<file path="config.mk">
export PLATFORM = sky130hd
export DESIGN_NAME = branch_resolve
export DESIGN_NICKNAME = d
export VERILOG_FILES = /design/src/rtl/branch_resolve.sv
export SDC_FILE = /design/constraint.sdc
export NUM_CORES = 1
export LEC_CHECK = 0
export CORE_UTILIZATION = 46
export CTS_BUF_LIST = sky130_fd_sc_hd__clkbuf_4 sky130_fd_sc_hd__clkbuf_8 sky130_fd_sc_hd__clkbuf_16
export DETAILED_ROUTE_END_ITERATION = 16
export PLACE_DENSITY_LB_ADDON = 0.2
export SLEW_MARGIN = 20
export SYNTH_ARGS = -nofsm -noshare
export SYNTH_HDL_FRONTEND = slang
export SYNTH_SLANG_ARGS = --single-unit
</file>
<file path="constraint.sdc">
create_clock -name clk -period 3.36 [get_ports clk]
set_clock_uncertainty 0.2 [all_clocks]
set_input_delay 0.672 -clock clk [delete_from_list [all_inputs] [get_ports clk]]
set_output_delay 0.672 -clock clk [all_outputs]
set_load 0.01 [all_outputs]
</file>
<file path="src/rtl/branch_resolve.sv">
// rtl/branch_resolve.sv - execute-stage branch/jump resolution with ID/EX control-flow register
//
// Holds the ID/EX control-flow pipeline register and resolves conditional
// branches, JAL and JALR from the registered operands. A taken instruction
// raises PCsrcE/FlushD for exactly one cycle and drives PCTargetE to fetch.
//
// Optional feature macro: BRANCH_STATS_EN adds BranchCnt/TakenCnt counters.
//
// Ports:
//   clk, rst              clock, synchronous active-high reset
//   ValidD..RD2D          decode-stage instruction fields (operands already forwarded)
//   StallE                hold the ID/EX register
//   PCsrcE, FlushD        redirect fetch / squash the fetch-decode register
//   PCTargetE             redirect target, 0 when not redirecting
//   ValidE                E slot holds a real instruction
//   PCPlus4E              link value for JAL/JALR writeback
//   BranchCnt, TakenCnt   (BRANCH_STATS_EN only) resolved control-flow / taken counts

module branch_resolve #(
    parameter int DATA_WIDTH = 32
) (
    input  logic                  clk,
    input  logic                  rst,
    input  logic                  ValidD,
    input  logic                  BranchD,
    input  logic                  JumpD,
    input  logic                  JalrD,
    input  logic [2:0]            Funct3D,
    input  logic [DATA_WIDTH-1:0] PCd,
    input  logic [DATA_WIDTH-1:0] PCPlus4D,
    input  logic [DATA_WIDTH-1:0] ImmExtD,
    input  logic [DATA_WIDTH-1:0] RD1D,
    input  logic [DATA_WIDTH-1:0] RD2D,
    input  logic                  StallE,
    output logic                  PCsrcE,
    output logic [DATA_WIDTH-1:0] PCTargetE,
    output logic                  FlushD,
    output logic                  ValidE,
    output logic [DATA_WIDTH-1:0] PCPlus4E
`ifdef BRANCH_STATS_EN
    ,
    output logic [31:0]           BranchCnt,
    output logic [31:0]           TakenCnt
`endif
);

    logic                  r_valid;
    logic                  r_branch;
    logic                  r_jump;
    logic                  r_jalr;
    logic [2:0]            r_funct3;
    logic [DATA_WIDTH-1:0] r_pc;
    logic [DATA_WIDTH-1:0] r_pcplus4;
    logic [DATA_WIDTH-1:0] r_imm;
    logic [DATA_WIDTH-1:0] r_rd1;
    logic [DATA_WIDTH-1:0] r_rd2;

    logic                  w_cond;
    logic                  w_taken;
    logic [DATA_WIDTH-1:0] w_pc_rel;
    logic [DATA_WIDTH-1:0] w_jalr_sum;
    logic [DATA_WIDTH-1:0] w_jalr_tgt;

    localparam logic [DATA_WIDTH-1:0] LSB_CLEAR = {{(DATA_WIDTH-1){1'b1}}, 1'b0};

    // A taken instruction replaces itself with a bubble on the next edge,
    // which both squashes the wrong-path decode instruction and limits the
    // redirect to a single cycle. Redirect outranks stall for that reason.
    always_ff @(posedge clk) begin
        if (rst || w_taken) begin
            r_valid   <= 1'b0;
            r_branch  <= 1'b0;
            r_jump    <= 1'b0;
            r_jalr    <= 1'b0;
            r_funct3  <= '0;
            r_pc      <= '0;
            r_pcplus4 <= '0;
            r_imm     <= '0;
            r_rd1     <= '0;
            r_rd2     <= '0;
        end else if (!StallE) begin
            r_valid   <= ValidD;
            r_branch  <= BranchD;
            r_jump    <= JumpD;
            r_jalr    <= JalrD;
            r_funct3  <= Funct3D;
            r_pc      <= PCd;
            r_pcplus4 <= PCPlus4D;
            r_imm     <= ImmExtD;
            r_rd1     <= RD1D;
            r_rd2     <= RD2D;
        end
    end

    // Funct3 encodings 010 and 011 have no branch meaning and never take.
    always_comb begin
        w_cond = 1'b0;
        case (r_funct3)
            3'b000:  w_cond = (r_rd1 == r_rd2);
            3'b001:  w_cond = (r_rd1 != r_rd2);
            3'b100:  w_cond = ($signed(r_rd1) <  $signed(r_rd2));
            3'b101:  w_cond = ($signed(r_rd1) >= $signed(r_rd2));
            3'b110:  w_cond = (r_rd1 <  r_rd2);
            3'b111:  w_cond = (r_rd1 >= r_rd2);
            default: w_cond = 1'b0;
        endcase
    end

    assign w_taken    = r_valid & (r_jump | r_jalr | (r_branch & w_cond));
    assign w_pc_rel   = r_pc + r_imm;
    assign w_jalr_sum = r_rd1 + r_imm;
    assign w_jalr_tgt = w_jalr_sum & LSB_CLEAR;

    // JALR has priority when flags collide; JAL and branch share PC+imm.
    assign PCsrcE    = w_taken;
    assign FlushD    = w_taken;
    assign PCTargetE = !w_taken ? '0 : (r_jalr ? w_jalr_tgt : w_pc_rel);
    assign ValidE    = r_valid;
    assign PCPlus4E  = r_pcplus4;

`ifdef BRANCH_STATS_EN
    logic [31:0] r_branch_cnt;
    logic [31:0] r_taken_cnt;

    // A control-flow instruction is counted on the edge it leaves E:
    // either it is not stalled, or its own redirect forces it out.
    always_ff @(posedge clk) begin
        if (rst) begin
            r_branch_cnt <= '0;
            r_taken_cnt  <= '0;
        end else begin
            if (r_valid && (r_branch || r_jump || r_jalr) && (!StallE || w_taken))
                r_branch_cnt <= r_branch_cnt + 32'd1;
            if (w_taken)
                r_taken_cnt <= r_taken_cnt + 32'd1;
        end
    end

    assign BranchCnt = r_branch_cnt;
    assign TakenCnt  = r_taken_cnt;
`endif

endmodule

</file>
==> metrics.md <==
| Metric | Value |
|---|---|
| Via-to-Cell Ratio | `5.407` |
| Worst setup path end | `PCTargetE[31]` |
| Post-synth EDFFs | `0` |
| R2r endpoint | `r_rd1[26]$_SDFFE_PP0N_` |
| Fin crit period | `4304 ps` |
| PwrDens | `363.2 nW/um^2` |
| Crit. End Element | `output port` |
| Hold slack | `291.0 ps` |
| Syn Nets | `1,460` |
| Int Pwr | `4106 uW` |
| Crit Path Max Fanout | `4` |
| WP data arrival | `3430 ps` |
| Fin. max-slew vios | `0` |
| Ports | `237` |
| Starting density of the core | `47.05%` |
| Worst Path Required | `2490 ps` |
| Critical path class | `reg2out` |
| Largest cells by area after synthesis | `dfxtp_1 33%, mux2i_1 17%, ha_1 11%` |
| Die height | `151.4 um` |
| Post-synth top area share | `32.56%` |
| Violated checks | `negative setup slack` |
| Total number of vias | `10,610` |
| Reg2reg path depth | `17` |
| Final worst-path cycle share | `128.1%` |
| Syn Inst Count | `1,195` |
| RSZ-0062 raised after global routing | `true` |
| Final setup fails | `45` |
| Sw frac | `32.49%` |
| Synth-to-layout area growth | `63.11%` |
| Sequential Power Share | `36.6%` |
| Clock buffer depth | `2` |
| Final setup TNS | `-26,100 ps` |
| Fin. Hold Viols | `0` |
| Number of inserted diodes | `0` |
| Leakage | `0.007709 uW` |
| Setup ws final | `-944.5 ps` |
| Sequential share of the synthesized area | `32.56%` |
| Starting DRT DRC Count | `748` |
| Mean Syn Cell Area | `8.593 sq um` |
| Num CTS Buffers | `17` |
| Post-synth top area cell | `dfxtp_1` |
| Chip Width | `151.4 um` |
| Reg2Reg Launch Point | `r_rd2[26]$_SDFFE_PP0N_` |
| Number of H-tree levels | `4` |
| CTS clk-pin slew, worst paths | `80 ps` |
| Placement Setup Slack | `-991.1 ps` |
| Status | `complete, but fails checks` |
| Number of port buffers | `236` |
| FF-to-FF setup slack | `-60 ps` |
| Clk root buf | `clkbuf_16` |
| Final net count | `1,934` |
| Global-route wire length before repair | `50.70 mm` |
| Measured slew at the worst slew-check pin | `522.3 ps` |
| Share of cells above drive strength 1 | `29.79%` |
| Switching pwr | `1976 uW` |
| Async set-or-reset flop fraction in the synthesized netlist | `0%` |
| Antenna Nets Post-Route | `0` |
| Fmax | `0.2323 GHz` |
| Netlist cell types | `62` |
| Final HPWL DP | `24.68 mm` |
| Synth top cells by count | `234 x nor2_1, 172 x mux2i_1, 167 x dfxtp_1` |
| Hold crit path type | `reg2reg` |
| DRC violations left | `0` |
| Sink Count | `167` |
| Post-Synthesis Cell Area | `10,270 sq um` |
| #FFs+latches synth | `167` |
| Wire per inst | `18.07 um` |
| Congestion Overflow GR | `0` |
| Pre-Repair DR Iteration Count | `5` |
| Critical Path Start | `r_imm[0]$_SDFFE_PP0N_` |
| Startpoint Class | `flop` |
| Comb power frac | `29.6%` |
| Largest net degree at the start of global routing | `50` |
| Die ar. | `22,930 sq um` |
| Placer's final routability congestion estimate | `0.9250` |
| Hold_sp | `r_rd2[13]$_SDFFE_PP0N_` |
| Peak supply drop | `0.0003330 V` |
| Synth Flop Type | `dfxtp_1` |
| Final Instance Area | `16,750 sq um` |
| Initial antenna violation count | `0` |
| Final WL | `35.45 mm` |
| Total global-route track usage | `28.46%` |
| Post-CTS Hold Fix Bufs | `0` |
| Vias in the first global route | `10,040` |
| Most instantiated library cell after synthesis | `nor2_1` |
| Clock power frac | `33.8%` |
| Placement Cell Area | `14,800 sq um` |
| CTS tree | `built` |
| Slew HR | `65.18%` |
| Yosys Warn Count | `0` |
| Max Cap Viol | `0` |
| Num rows | `54` |
| Total core area | `21,820 sq um` |
| Worst-Skew Late Latency | `450 ps` |
## worst min path at each step
stage,to,cells past startpoint
after floorplan,r_branch$_SDFFE_PP0N_,2
after global placement,PCPlus4E[22]$_SDFFE_PP0N_,2
after detailed placement,PCPlus4E[13]$_SDFFE_PP0N_,2
after CTS,r_rd2[25]$_SDFFE_PP0N_,2
after global routing,r_rd2[26]$_SDFFE_PP0N_,2
final,r_rd2[13]$_SDFFE_PP0N_,2
## stage by stage
stage          instances  util, %  total power [uW]
4_1_cts             1935    73.41              5930
5_1_grt             1962    76.75              6335
3_5_place_dp        1881    67.81              3787
2_1_floorplan       1195        -              3045
3_3_place_gp        1881    67.81              3760
6_report            1962    76.75              6082
## metal layers
metal  wire length (um)  global-route usage, %  share of wire, %  vias up
li1                   -                      -                 -     5214
met4                594                  7.450               1.7        0
met1              16100                  37.88                45     5019
met3               1939                  4.518               5.5       53
met5                  0                      0                 0        -
met2              16820                  47.49                47      323
## worst max-delay path: stages, from the launching register on
cell and delay (ps):
dfxtp_2 340, ha_2 180, buf_4 130, a211oi_1 240
nor2_1 140, o31a_1 310, o211ai_1 170, buf_4 170
a21oi_2 70, o211ai_1 240, buf_4 170, nand2_1 80
a311oi_1 480, a2111oi_4 100, buf_2 170
## cell families (layout without fill, tap and decap cells)
group / Yosys count / count (layout) / synth area share (%)
flops: 167 / 167 / 32.56
compound gates: 238 / 238 / 14.95
fa+ha+maj: 95 / 95 / 11.72
simple gates: 374 / 375 / 15.99
mux: 172 / 172 / 16.77
xor+xnor: 48 / 48 / 4.094
buf+inv: 101 / 587 / 3.924
## repair_timing
action                                  CTS  global route
endpoints found under the setup margin   85           197
gates cloned                              0            14
setup buffers                            23            14
pin swaps                                63            34
gates resized for setup                 265            74
## power groups by stage
stage               clock network, uW  registers [uW]  logic, uW
CTS                              2070            2220       1650
global route                     2150            2240       1940
floorplan                           0            2240        808
detailed placement                  0            2260       1530
global placement                    0            2250       1510
finish                           2050            2230       1800
## state kept, by name (all words and copies together), names as in the netlist, 3 cells and up
register	flops
PCPlus4E	32
r_funct3	3
r_rd1	32
r_rd2	32
r_pc	32
r_imm	32
## area by class of cell
| cell class | count | area (sq um) |
|---|---|---|
| Clock buffer | 18 | 432.9 |
| Clock inverter | 14 | 180.2 |
| Fill cell | 1550 | 5075 |
| Inverter | 47 | 188.9 |
| Multi-Input combinational cell | 928 | 7363 |
| Sequential cell | 167 | 3388 |
| Tap cell | 280 | 350.3 |
| Timing Repair Buffer | 508 | 4845 |
## cells in the final DEF (no fill, tap or decap), drive strengths merged, types with 39 or more instances in the layout
cell type / instances
o21ai: 39
ha: 93
mux2i: 172
nand2: 42
dfxtp: 167
nor2: 234
inv: 53
clkdlybuf4s50: 201
buf: 298
a21oi: 81
(Power assumes the default switching activity.)
==> RTL edit (config.mk and constraints unchanged) <==
The parameter `DATA_WIDTH` goes from 32 to 64.
--- a/src/rtl/branch_resolve.sv
+++ b/src/rtl/branch_resolve.sv
@@ -19,3 +19,3 @@
 module branch_resolve #(
-    parameter int DATA_WIDTH = 32
+    parameter int DATA_WIDTH = 64
 ) (
Interface: changed (7 resized); port bits go from 237 to 461. The function was not compared with the original's and may differ.
==> RTL edit against the original RTL <==
  * The flow still finishes with violations (setup timing)
  * Synthesized cell count grew 110%
  * Cell area grew 110%
  * Clock power grew 100%
  * Critical path depth grew 3
  * Sequential cell count rose by 160
  * Wire length is 140% higher
  * Hold slack improved by 0.0071 ns
  * Sequential share of layout area is 1.3 points lower
  * Power increased by 100%
  * Area after synthesis up 100%
  * Setup slack got worse by 0.58 ns
  * Register-to-register slack got worse by 0.57 ns
  * Largest cell class unchanged
  * Highest routed layer is now met5
==> RTL edit: results (changes against the original RTL) <==
Worst EP arrival=4.01 ns (+0.58 ns); M1 WL=35.6 mm (+120%); DR vias=23,100 (+120%); total leakage power=16.4 nW (+110%); status=finished, violations left; htree depth=2 (-2); count of different cell masters after synthesis=68 (+9.7%); initial antenna violation count=1 (+1); top cells by count, synth=nor2_1, mux2i_1, dfxtp_1; Fin Setup TNS=-252.46 ns (-226.36 ns); Top Metal Used=met5; final setup margin=-1.53 ns (-0.582 ns); largest net degree at the start of global routing=73 (+46%); worst-skew pair later-pin latency=0.57 ns (+0.12 ns); met3 usage=5.89% (+1.4 points); metal3 WL=5.23 mm (+170%); Syn Inst Count=2,482 (+110%); CP max FO=5 (+1); DP HPWL=62.5 mm (+150%); met2 global-route usage=59.8% (+12 points); routed wl met2=39.5 mm (+130%); failing checks=setup timing; sequential area share after synthesis=31.3% (-1.3 points); Cell Area, Placed=0.0312 mm^2 (+110%); GPL Wtd Cong=0.975 (+5.4%); final wirelength=83.7 mm (+140%); Synth Area in Adders=11.5% (-0.22 points); number of nets in the layout=4,117 (+110%); first-pass GRT wire length=128 mm (+150%); clock group power=4.14 mW (+100%); total track usage=34.7% (+6.3 points); Max clock buf depth=3 (+1); Peak VDD IR=413 uV (+24%); clock transition at the registers of the reported paths=0.06 ns (-0.02 ns); Final Setup Violations=393 (+770%); initial detailed-routing violation count=1,655 (+120%)
==> RTL edit: cell count changes in the layout (fill, tap and decap cells not counted), moves of 80 or more <==
| cell | delta |
|---|---|
| dfxtp_1 | +162 |
| buf_4 | +440 |
| a21oi_1 | +102 |
| ha_1 | +80 |
| clkdlybuf4s50_1 | +192 |
| nor2_1 | +208 |
| mux2i_1 | +172 |
==> RTL edit: cells by family (layout without fill, tap and decap cells) <==
logic type,Yosys count,count (layout)
AOI/OAI and AO/OA,531,531
xor gates and xnor gates,116,116
adders and majority gates,191,191
buffers and inverters,238,1375
DFF,327,327
muxes,346,346
and+or+nand+nor,733,733
==> RTL edit: critical path, cell delays in order (launching register included) <==
cell	delay [ns]
dfxtp_2	0.33
inv_1	0.04
ha_1	0.29
nand4_1	0.13
nor3_1	0.08
buf_4	0.16
a221oi_2	0.23
o211ai_1	0.23
a31o_2	0.34
a21oi_2	0.14
mux2i_2	0.27
a41oi_4	0.20
buf_6	0.17
or2_4	0.30
buf_12	0.16
buf_12	0.13
o22ai_4	0.11
buf_2	0.16
==> RTL edit: final timing paths <==
check / startpoint / end / slack (ns) / cells past startpoint
max reg2reg: r_rd2[15]$_SDFFE_PP0N_ / r_rd1[24]$_SDFFE_PP0N_ / -0.63 / 18
min: r_rd2[63]$_SDFFE_PP0N_ / r_rd2[63]$_SDFFE_PP0N_ / 0.30 / 2
max: r_rd2[49]$_SDFFE_PP0N_ / PCTargetE[51] / -1.53 / 17
min reg2reg: r_rd2[63]$_SDFFE_PP0N_ / r_rd2[63]$_SDFFE_PP0N_ / 0.30 / 2
==> RTL edit: area by class of cell <==
cell class                 instances  area (um^2)
clock buffer                      50         1070
clock inverter                    12          154
fill                            3032         9650
inverter                         111          424
multi-input combinational       1917        15000
sequential                       327         6590
tap                              592          741
timing repair buffer            1202        10900
